File: config.mk
export PLATFORM = sky130hd
export DESIGN_NAME = bullet_hit_resolver_flat
export DESIGN_NICKNAME = d
export VERILOG_FILES = /design/src/rtl/bullet_hit_resolver_pkg.sv /design/src/rtl/bullet_hit_resolver_if.sv /design/src/rtl/bullet_hit_resolver_box_overlap.sv /design/src/rtl/bullet_hit_resolver.sv /design/src/flat_wrapper.sv
export SDC_FILE = /design/constraint.sdc
export NUM_CORES = 1
export LEC_CHECK = 0
export BUFFER_PORTS_ARGS = -buffer_cell sky130_fd_sc_hd__clkbuf_2
export CAP_MARGIN = 10
export CORE_MARGIN = 2
export CORE_UTILIZATION = 45
export DETAILED_ROUTE_END_ITERATION = 16
export PLACE_DENSITY_LB_ADDON = 0.2
export SYNTH_ARGS = -nofsm -noshare
export SYNTH_HDL_FRONTEND = slang
export SYNTH_SLANG_ARGS = --single-unit
File: constraint.sdc
create_clock -name frame_clk -period 3.3 [get_ports frame_clk]
set_input_delay 0.66 -clock frame_clk [delete_from_list [all_inputs] [get_ports frame_clk]]
set_output_delay 0.66 -clock frame_clk [all_outputs]
set_load 0.02 [all_outputs]
File: src/rtl/bullet_hit_resolver_pkg.sv
// rtl/bullet_hit_resolver_pkg.sv - shared types, barrier map and helpers for the hit resolver
package bullet_hit_pkg;

  localparam int COORD_W      = 10;
  localparam int NUM_BARRIERS = 4;

  typedef struct packed {
    logic [COORD_W-1:0] x;
    logic [COORD_W-1:0] y;
    logic [COORD_W-1:0] hw;
    logic [COORD_W-1:0] hh;
  } barrier_rect_t;

  typedef enum logic [1:0] {
    NONE = 2'b00,
    P1   = 2'b01,
    P2   = 2'b10,
    DRAW = 2'b11
  } winner_t;

  // Fixed playfield walls: centre plus half-extents.
  localparam barrier_rect_t BARRIERS [NUM_BARRIERS] = '{
    '{x: 10'd320, y: 10'd240, hw: 10'd40, hh: 10'd10},
    '{x: 10'd160, y: 10'd120, hw: 10'd10, hh: 10'd40},
    '{x: 10'd480, y: 10'd360, hw: 10'd10, hh: 10'd40},
    '{x: 10'd320, y: 10'd60,  hw: 10'd60, hh: 10'd8}
  };

  function automatic logic [COORD_W-1:0] abs_diff(input logic [COORD_W-1:0] a,
                                                  input logic [COORD_W-1:0] b);
    return (a >= b) ? (a - b) : (b - a);
  endfunction

endpackage

File: src/rtl/bullet_hit_resolver_if.sv
// rtl/bullet_hit_resolver_if.sv - bullet/tank geometry in, kill pulses and player state out
interface bullet_hit_resolver_if;
  import bullet_hit_pkg::*;

  logic [COORD_W-1:0] b1_x, b1_y, b1_s;
  logic [COORD_W-1:0] b2_x, b2_y, b2_s;
  logic               b1_on, b2_on;
  logic [COORD_W-1:0] p1_x, p1_y, p1_s;
  logic [COORD_W-1:0] p2_x, p2_y, p2_s;
  logic               p1_armor_pickup, p2_armor_pickup;

  logic b1_barrier_collision, b1_player_hit, b1_armor_hit, b1_bullet_hit;
  logic b2_barrier_collision, b2_player_hit, b2_armor_hit, b2_bullet_hit;
  logic [2:0] p1_lives, p2_lives;
  logic [1:0] p1_armor, p2_armor;
  logic       p1_invuln, p2_invuln;
  logic       game_over;
  logic [1:0] winner;

  modport master (
    output b1_x, b1_y, b1_s, b2_x, b2_y, b2_s, b1_on, b2_on,
    output p1_x, p1_y, p1_s, p2_x, p2_y, p2_s, p1_armor_pickup, p2_armor_pickup,
    input  b1_barrier_collision, b1_player_hit, b1_armor_hit, b1_bullet_hit,
    input  b2_barrier_collision, b2_player_hit, b2_armor_hit, b2_bullet_hit,
    input  p1_lives, p2_lives, p1_armor, p2_armor, p1_invuln, p2_invuln,
    input  game_over, winner
  );

  modport slave (
    input  b1_x, b1_y, b1_s, b2_x, b2_y, b2_s, b1_on, b2_on,
    input  p1_x, p1_y, p1_s, p2_x, p2_y, p2_s, p1_armor_pickup, p2_armor_pickup,
    output b1_barrier_collision, b1_player_hit, b1_armor_hit, b1_bullet_hit,
    output b2_barrier_collision, b2_player_hit, b2_armor_hit, b2_bullet_hit,
    output p1_lives, p2_lives, p1_armor, p2_armor, p1_invuln, p2_invuln,
    output game_over, winner
  );

endinterface

File: src/rtl/bullet_hit_resolver_box_overlap.sv
// rtl/bullet_hit_resolver_box_overlap.sv - combinational AABB overlap of two centred boxes
module box_overlap
  import bullet_hit_pkg::*;
(
  input  logic [COORD_W-1:0] a_x,
  input  logic [COORD_W-1:0] a_y,
  input  logic [COORD_W-1:0] a_hw,
  input  logic [COORD_W-1:0] a_hh,
  input  logic [COORD_W-1:0] b_x,
  input  logic [COORD_W-1:0] b_y,
  input  logic [COORD_W-1:0] b_hw,
  input  logic [COORD_W-1:0] b_hh,
  output logic               overlap
);

  logic [COORD_W:0] dx, dy, sx, sy;

  // One extra bit so the summed extents never wrap.
  assign dx = {1'b0, abs_diff(a_x, b_x)};
  assign dy = {1'b0, abs_diff(a_y, b_y)};
  assign sx = {1'b0, a_hw} + {1'b0, b_hw};
  assign sy = {1'b0, a_hh} + {1'b0, b_hh};

  assign overlap = (dx <= sx) && (dy <= sy);

endmodule

File: src/rtl/bullet_hit_resolver.sv
// rtl/bullet_hit_resolver.sv - per-frame bullet collision resolve with armor, lives and invuln state
module bullet_hit_resolver
  import bullet_hit_pkg::*;
#(
  parameter int LIVES_INIT    = 3,
  parameter int ARMOR_MAX     = 2,
  parameter int INVULN_FRAMES = 60
) (
  input  logic                 frame_clk,
  input  logic                 Reset_n,
  bullet_hit_resolver_if.slave bus
);

  localparam logic [2:0] LIVES_RST = 3'(LIVES_INIT);
  localparam logic [1:0] ARMOR_RST = 2'(ARMOR_MAX);
  localparam logic [7:0] INV_LOAD  = 8'(INVULN_FRAMES);

  logic ov_bb, ov_b1p2, ov_b2p1;
  logic [NUM_BARRIERS-1:0] b1_bar_ov, b2_bar_ov;

  box_overlap u_bb (
    .a_x(bus.b1_x), .a_y(bus.b1_y), .a_hw(bus.b1_s), .a_hh(bus.b1_s),
    .b_x(bus.b2_x), .b_y(bus.b2_y), .b_hw(bus.b2_s), .b_hh(bus.b2_s),
    .overlap(ov_bb)
  );

  box_overlap u_b1p2 (
    .a_x(bus.b1_x), .a_y(bus.b1_y), .a_hw(bus.b1_s), .a_hh(bus.b1_s),
    .b_x(bus.p2_x), .b_y(bus.p2_y), .b_hw(bus.p2_s), .b_hh(bus.p2_s),
    .overlap(ov_b1p2)
  );

  box_overlap u_b2p1 (
    .a_x(bus.b2_x), .a_y(bus.b2_y), .a_hw(bus.b2_s), .a_hh(bus.b2_s),
    .b_x(bus.p1_x), .b_y(bus.p1_y), .b_hw(bus.p1_s), .b_hh(bus.p1_s),
    .overlap(ov_b2p1)
  );

  for (genvar i = 0; i < NUM_BARRIERS; i++) begin : g_bar
    box_overlap u_b1 (
      .a_x(bus.b1_x), .a_y(bus.b1_y), .a_hw(bus.b1_s), .a_hh(bus.b1_s),
      .b_x(BARRIERS[i].x), .b_y(BARRIERS[i].y), .b_hw(BARRIERS[i].hw), .b_hh(BARRIERS[i].hh),
      .overlap(b1_bar_ov[i])
    );
    box_overlap u_b2 (
      .a_x(bus.b2_x), .a_y(bus.b2_y), .a_hw(bus.b2_s), .a_hh(bus.b2_s),
      .b_x(BARRIERS[i].x), .b_y(BARRIERS[i].y), .b_hw(BARRIERS[i].hw), .b_hh(BARRIERS[i].hh),
      .overlap(b2_bar_ov[i])
    );
  end

  logic [2:0] p1_lives_q, p2_lives_q;
  logic [1:0] p1_armor_q, p2_armor_q;
  logic [7:0] p1_cnt_q, p2_cnt_q;
  logic       game_over_q;
  winner_t    winner_q;

  logic b1_barrier_q, b1_player_q, b1_armor_q, b1_bullet_q;
  logic b2_barrier_q, b2_player_q, b2_armor_q, b2_bullet_q;

  logic bb_hit, b1_tank, b2_tank, b1_bar, b2_bar;
  logic p1_lose, p2_lose;
  logic [2:0] p1_lives_nxt, p2_lives_nxt;

  // Priority per bullet: bullet-on-bullet, then tank, then barrier.
  always_comb begin
    bb_hit  = bus.b1_on && bus.b2_on && ov_bb;
    b1_tank = bus.b1_on && !bb_hit && ov_b1p2;
    b2_tank = bus.b2_on && !bb_hit && ov_b2p1;
    b1_bar  = bus.b1_on && !bb_hit && !ov_b1p2 && (|b1_bar_ov);
    b2_bar  = bus.b2_on && !bb_hit && !ov_b2p1 && (|b2_bar_ov);

    p2_lose = b1_tank && (p2_armor_q == 2'd0) && (p2_cnt_q == 8'd0);
    p1_lose = b2_tank && (p1_armor_q == 2'd0) && (p1_cnt_q == 8'd0);

    p1_lives_nxt = (p1_lose && p1_lives_q != 3'd0) ? p1_lives_q - 3'd1 : p1_lives_q;
    p2_lives_nxt = (p2_lose && p2_lives_q != 3'd0) ? p2_lives_q - 3'd1 : p2_lives_q;
  end

  always_ff @(posedge frame_clk or negedge Reset_n) begin
    if (!Reset_n) begin
      b1_barrier_q <= 1'b0;
      b1_player_q  <= 1'b0;
      b1_armor_q   <= 1'b0;
      b1_bullet_q  <= 1'b0;
      b2_barrier_q <= 1'b0;
      b2_player_q  <= 1'b0;
      b2_armor_q   <= 1'b0;
      b2_bullet_q  <= 1'b0;
      p1_lives_q   <= LIVES_RST;
      p2_lives_q   <= LIVES_RST;
      p1_armor_q   <= ARMOR_RST;
      p2_armor_q   <= ARMOR_RST;
      p1_cnt_q     <= 8'd0;
      p2_cnt_q     <= 8'd0;
      game_over_q  <= 1'b0;
      winner_q     <= NONE;
    end else begin
      // Pulses keep flowing after game over so bullets are still retired.
      b1_bullet_q  <= bb_hit;
      b2_bullet_q  <= bb_hit;
      b1_armor_q   <= b1_tank && (p2_armor_q != 2'd0);
      b1_player_q  <= b1_tank && (p2_armor_q == 2'd0);
      b2_armor_q   <= b2_tank && (p1_armor_q != 2'd0);
      b2_player_q  <= b2_tank && (p1_armor_q == 2'd0);
      b1_barrier_q <= b1_bar;
      b2_barrier_q <= b2_bar;

      if (!game_over_q) begin
        p1_lives_q <= p1_lives_nxt;
        p2_lives_q <= p2_lives_nxt;

        if (bus.p1_armor_pickup) begin
          p1_armor_q <= ARMOR_RST;
        end else if (b2_tank && p1_armor_q != 2'd0) begin
          p1_armor_q <= p1_armor_q - 2'd1;
        end
        if (bus.p2_armor_pickup) begin
          p2_armor_q <= ARMOR_RST;
        end else if (b1_tank && p2_armor_q != 2'd0) begin
          p2_armor_q <= p2_armor_q - 2'd1;
        end

        if (p1_lose) begin
          p1_cnt_q <= INV_LOAD;
        end else if (p1_cnt_q != 8'd0) begin
          p1_cnt_q <= p1_cnt_q - 8'd1;
        end
        if (p2_lose) begin
          p2_cnt_q <= INV_LOAD;
        end else if (p2_cnt_q != 8'd0) begin
          p2_cnt_q <= p2_cnt_q - 8'd1;
        end

        if (p1_lives_nxt == 3'd0 || p2_lives_nxt == 3'd0) begin
          game_over_q <= 1'b1;
          if (p1_lives_nxt == 3'd0 && p2_lives_nxt == 3'd0) begin
            winner_q <= DRAW;
          end else if (p1_lives_nxt == 3'd0) begin
            winner_q <= P2;
          end else begin
            winner_q <= P1;
          end
        end
      end
    end
  end

  assign bus.b1_barrier_collision = b1_barrier_q;
  assign bus.b1_player_hit        = b1_player_q;
  assign bus.b1_armor_hit         = b1_armor_q;
  assign bus.b1_bullet_hit        = b1_bullet_q;
  assign bus.b2_barrier_collision = b2_barrier_q;
  assign bus.b2_player_hit        = b2_player_q;
  assign bus.b2_armor_hit         = b2_armor_q;
  assign bus.b2_bullet_hit        = b2_bullet_q;
  assign bus.p1_lives             = p1_lives_q;
  assign bus.p2_lives             = p2_lives_q;
  assign bus.p1_armor             = p1_armor_q;
  assign bus.p2_armor             = p2_armor_q;
  assign bus.p1_invuln            = (p1_cnt_q != 8'd0);
  assign bus.p2_invuln            = (p2_cnt_q != 8'd0);
  assign bus.game_over            = game_over_q;
  assign bus.winner               = winner_q;

endmodule

File: src/flat_wrapper.sv
// flat-port wrapper written by rule: the top's interface ports become plain ports
module bullet_hit_resolver_flat import bullet_hit_pkg::*;
#(
  parameter int LIVES_INIT    = 3,
  parameter int ARMOR_MAX     = 2,
  parameter int INVULN_FRAMES = 60
)
  (frame_clk, Reset_n, bus_b1_x, bus_b1_y, bus_b1_s, bus_b2_x, bus_b2_y, bus_b2_s, bus_b1_on, bus_b2_on, bus_p1_x, bus_p1_y, bus_p1_s, bus_p2_x, bus_p2_y, bus_p2_s, bus_p1_armor_pickup, bus_p2_armor_pickup, bus_b1_barrier_collision, bus_b1_player_hit, bus_b1_armor_hit, bus_b1_bullet_hit, bus_b2_barrier_collision, bus_b2_player_hit, bus_b2_armor_hit, bus_b2_bullet_hit, bus_p1_lives, bus_p2_lives, bus_p1_armor, bus_p2_armor, bus_p1_invuln, bus_p2_invuln, bus_game_over, bus_winner);
  bullet_hit_resolver_if bus_i ();
  input  logic frame_clk;
  input  logic Reset_n;
  input wire logic [$bits(bus_i.b1_x)-1:0] bus_b1_x;
  input wire logic [$bits(bus_i.b1_y)-1:0] bus_b1_y;
  input wire logic [$bits(bus_i.b1_s)-1:0] bus_b1_s;
  input wire logic [$bits(bus_i.b2_x)-1:0] bus_b2_x;
  input wire logic [$bits(bus_i.b2_y)-1:0] bus_b2_y;
  input wire logic [$bits(bus_i.b2_s)-1:0] bus_b2_s;
  input wire logic [$bits(bus_i.b1_on)-1:0] bus_b1_on;
  input wire logic [$bits(bus_i.b2_on)-1:0] bus_b2_on;
  input wire logic [$bits(bus_i.p1_x)-1:0] bus_p1_x;
  input wire logic [$bits(bus_i.p1_y)-1:0] bus_p1_y;
  input wire logic [$bits(bus_i.p1_s)-1:0] bus_p1_s;
  input wire logic [$bits(bus_i.p2_x)-1:0] bus_p2_x;
  input wire logic [$bits(bus_i.p2_y)-1:0] bus_p2_y;
  input wire logic [$bits(bus_i.p2_s)-1:0] bus_p2_s;
  input wire logic [$bits(bus_i.p1_armor_pickup)-1:0] bus_p1_armor_pickup;
  input wire logic [$bits(bus_i.p2_armor_pickup)-1:0] bus_p2_armor_pickup;
  output wire logic [$bits(bus_i.b1_barrier_collision)-1:0] bus_b1_barrier_collision;
  output wire logic [$bits(bus_i.b1_player_hit)-1:0] bus_b1_player_hit;
  output wire logic [$bits(bus_i.b1_armor_hit)-1:0] bus_b1_armor_hit;
  output wire logic [$bits(bus_i.b1_bullet_hit)-1:0] bus_b1_bullet_hit;
  output wire logic [$bits(bus_i.b2_barrier_collision)-1:0] bus_b2_barrier_collision;
  output wire logic [$bits(bus_i.b2_player_hit)-1:0] bus_b2_player_hit;
  output wire logic [$bits(bus_i.b2_armor_hit)-1:0] bus_b2_armor_hit;
  output wire logic [$bits(bus_i.b2_bullet_hit)-1:0] bus_b2_bullet_hit;
  output wire logic [$bits(bus_i.p1_lives)-1:0] bus_p1_lives;
  output wire logic [$bits(bus_i.p2_lives)-1:0] bus_p2_lives;
  output wire logic [$bits(bus_i.p1_armor)-1:0] bus_p1_armor;
  output wire logic [$bits(bus_i.p2_armor)-1:0] bus_p2_armor;
  output wire logic [$bits(bus_i.p1_invuln)-1:0] bus_p1_invuln;
  output wire logic [$bits(bus_i.p2_invuln)-1:0] bus_p2_invuln;
  output wire logic [$bits(bus_i.game_over)-1:0] bus_game_over;
  output wire logic [$bits(bus_i.winner)-1:0] bus_winner;
  assign bus_i.b1_x = bus_b1_x;
  assign bus_i.b1_y = bus_b1_y;
  assign bus_i.b1_s = bus_b1_s;
  assign bus_i.b2_x = bus_b2_x;
  assign bus_i.b2_y = bus_b2_y;
  assign bus_i.b2_s = bus_b2_s;
  assign bus_i.b1_on = bus_b1_on;
  assign bus_i.b2_on = bus_b2_on;
  assign bus_i.p1_x = bus_p1_x;
  assign bus_i.p1_y = bus_p1_y;
  assign bus_i.p1_s = bus_p1_s;
  assign bus_i.p2_x = bus_p2_x;
  assign bus_i.p2_y = bus_p2_y;
  assign bus_i.p2_s = bus_p2_s;
  assign bus_i.p1_armor_pickup = bus_p1_armor_pickup;
  assign bus_i.p2_armor_pickup = bus_p2_armor_pickup;
  assign bus_b1_barrier_collision = bus_i.b1_barrier_collision;
  assign bus_b1_player_hit = bus_i.b1_player_hit;
  assign bus_b1_armor_hit = bus_i.b1_armor_hit;
  assign bus_b1_bullet_hit = bus_i.b1_bullet_hit;
  assign bus_b2_barrier_collision = bus_i.b2_barrier_collision;
  assign bus_b2_player_hit = bus_i.b2_player_hit;
  assign bus_b2_armor_hit = bus_i.b2_armor_hit;
  assign bus_b2_bullet_hit = bus_i.b2_bullet_hit;
  assign bus_p1_lives = bus_i.p1_lives;
  assign bus_p2_lives = bus_i.p2_lives;
  assign bus_p1_armor = bus_i.p1_armor;
  assign bus_p2_armor = bus_i.p2_armor;
  assign bus_p1_invuln = bus_i.p1_invuln;
  assign bus_p2_invuln = bus_i.p2_invuln;
  assign bus_game_over = bus_i.game_over;
  assign bus_winner = bus_i.winner;
  bullet_hit_resolver #(.LIVES_INIT(LIVES_INIT), .ARMOR_MAX(ARMOR_MAX), .INVULN_FRAMES(INVULN_FRAMES)) u_core (.frame_clk(frame_clk), .Reset_n(Reset_n), .bus(bus_i));
endmodule
==> flow_summary.ini <==
[outcome]
run_status = complete, but fails checks
violations = negative setup slack

[global_route]
grt_overflow = 0
globalRouteTotalUtil = 0.314
grt_max_degree = 37
antenna_found_initial = 0
grt_first_pass_wirelength_um = 100000
grt_pass1_vias = 20425

[layout]
fin_util = 0.650
multi_input_area_mm2 = 0.0160
layout_common_cells = buf_4 (684), ha_1 (402), a21oi_1 (167), nand2_1 (167), inv_1 (159)
syn2layout_area_growth_pct = 42.2
n_fill_cell = 3359
nets = 3623
drive_gt1_frac = 0.328
antenna_cells = 0
final_common_cell = buf_4
regArea_um2 = 908

[sta]
drv_slew = 0
max_slew.worst_pin.slew_ps = 924
slew_headroom = 0.384
whs_ps = 501
rsz0062_at_grt = yes
max_freq_mhz = 193
tns_ps = -52560
fin_ws_ps = -1880
timing.final.crit_share = 1.57
period_needed_ps = 5180
setup_violations = 32
finalHoldViolCount = 0
fin_skew_ps = 3.51

[yosys]
synth_edf_count = 0
synth_top_flop_cell = dfrtp_1
synthTopCellsByArea = ha_1 (30%), xnor2_1 (7.5%), a21oi_1 (5.1%), dfrtp_1 (4.4%), o21ai_0 (4.3%)
syn-num-nets = 2835
async_reset_ff_frac = 1.00
synthDistinctLibCells = 92
yosysSeqAreaShare = 0.0527
ys_warn_count = 0
ys_ff_latch = 36
yosysTopAreaCell = ha_1
synth_area_mm2 = 0.0172
syn_inst = 2282
yosys.area.top_type_share = 0.299
syn_avg_cell_area_um2 = 7.55

[setup_path]
path_cells = buf_8 > clkinvlp_4 > buf_12 > ha_4 > inv_4 > fa_2 > a21o_1 > a211oi_2 > o21ba_4 > o21ai_4 > mux2_4 > nor4b_4 > and4b_2 > ha_4 > nand4_1 > a211oi_2 > a2111oi_2 > o32a_1 > o21a_1 > or4_4 > nor3b_2 > mux2_4
worstSetupPathType = in2reg
critPathArrivalTime_ps = 5350
path_buf_inv = 4
cpLargestDelayFamily = compound AO/OA/AOI/OAI gates
critPathMaxStageDelay_ps = 470
critPathCaptureType = flip-flop
cp_max_fo = 4
crit_required_ps = 3470
crit_path_start_kind = input pin
crit_path_top_delay_cell = or4_4

[place]
io_buffers = 148
place_congestion = 1.00
pre_cts_slack_ps = -2180
place_hpwl_um = 54200

[drt]
drtIter0Drc = 1080
antenna_left = 0
routed_wl_um = 63700
vias_per_cell = 5.63
num_vias = 20179
first_pass_iters = 5
routedWlPerCell_um = 17.8
drc_errors = 0

[pwr]
power.leakage_uw = 0.0124
p_clk_frac = 0.075
pwr-share-comb = 0.850
switchingPower_uw = 3010
p_int_uw = 3430
vdd_drop_max_uv = 212
seqPwrFrac = 0.076
switching_share = 0.467
p_per_area_mw_per_mm2 = 263

[die]
num_rows = 71
start_util = 0.457
core_mm2 = 0.0377
die-area_mm2 = 0.0399
io-pin-count = 149
die_w_um = 200
fp.dieH_um = 200

[clock_tree]
cts_buffer_depth = 2
cts_tree = done
clk-insertion-delay-late_ps = 280
cts.reportedPaths.clkPinSlew_ps = 60
clock_sinks = 36
cts_buffers = 5
root_buffer = clkbuf_16
htree_levels = 2

[run]
maxCapViolations = 0

[min_path]
hp-class = in2async
## synth_stat cells (8+ instances only)
cell and instances:
nand4_1 35, a21oi_1 176, nor3_1 72, o22ai_1 9, dfrtp_1 30, a21o_1 78
o21bai_1 25, inv_1 171, nand2_1 170, a221oi_1 8, nor2_1 139, nand2b_1 20
xnor2_1 148, mux2_2 17, ha_1 412, and3_1 15, and2_1 12, clkbuf_1 56
o211ai_1 19, a31oi_1 23, fa_1 15, nand3_1 74, a211oi_1 32, a21boi_0 9
o21a_1 45, xor2_1 45, nor2b_1 38, o21ai_0 147, a2111oi_0 8, nor4_1 13
mux2i_1 43, o31ai_1 11, nor3b_1 10, or3_1 9
## power by group through the flow
stage                     logic (uW)  registers [uW]  clock network (uW)
after global placement          4880             491                   0
after detailed placement        5040             492                   0
after global routing            6000             489                 510
after floorplan                 2890             522                   0
final                           5470             486                 481
after CTS                       5260             485                 486
## metal layers
| layer | routed length, um | part of all wire | GRT usage |
|---|---|---|---|
| met4 | 2070 | 0.033 | 0.0949 |
| met1 | 28300 | 0.44 | 0.397 |
| met3 | 2350 | 0.037 | 0.0214 |
| met5 | 0 | 0 | 0 |
| met2 | 31000 | 0.49 | 0.567 |
## state kept, by name, summed over array words and instances (netlist names), 2 cells and up
register and cells:
u_core.bus.winner 2, u_core.p1_cnt_q 8, u_core.bus.p1_lives 3, u_core.bus.p2_armor 2, u_core.bus.p2_lives 3, u_core.p2_cnt_q 8, u_core.bus.p1_armor 2
## final timing paths
path                                    startpoint                      to  slack (ps)  cells past startpoint
max in group asynchronous                  Reset_n      u_core.p2_cnt_q[0]        2220                      1
worst min-delay path                       Reset_n      u_core.p1_cnt_q[7]         500                      1
worst max-delay path                   bus_b1_y[0]  u_core.bus.p2_lives[2]       -1880                     22
worst min register to register  u_core.p1_cnt_q[0]      u_core.p1_cnt_q[0]         500                      1
worst max register to register  u_core.p1_cnt_q[0]    u_core.bus.game_over         610                      8
min in group frame_clk          u_core.p1_cnt_q[0]      u_core.p1_cnt_q[0]         500                      1
## area by class of cell
type	count	share of cell area
Multi-Input combinational cell	2002	0.653
Tap cell	511	0.0261
Timing Repair Buffer	847	0.249
Clock buffer	6	0.00567
Sequential cell	36	0.0371
Inverter	178	0.0286
Clock inverter	2	0.000409
## cells by family (layout without fill, tap and decap cells)
kind of cell,after synthesis,after routing,share of synthesized area
fa+ha+maj,427,427,0.317
buf+inv,244,1033,0.0546
simple gates,645,645,0.185
compound gates,676,676,0.257
xor+xnor,193,193,0.0981
mux,61,61,0.0367
flops,36,36,0.0527
## repair_timing
item | 4_1_cts | 5_1_grt
hold buffers | 0 | 0
setup buffers | 16 | 10
endpoints found under the setup margin | 32 | 32
pin swaps | 52 | 31
gates cloned | 1 | 0
gates resized for setup | 73 | 41
## stage by stage
stage               cells  area (um2)  total power [uW]
floorplan            2282       17600              3410
detailed placement   3549       23600              5540
global placement     3549       23600              5370
CTS                  3574       24200              6230
global route         3582       24500              7000
finish               3582       24500              6440
No activity file was read; power rests on OpenSTA's default activity.
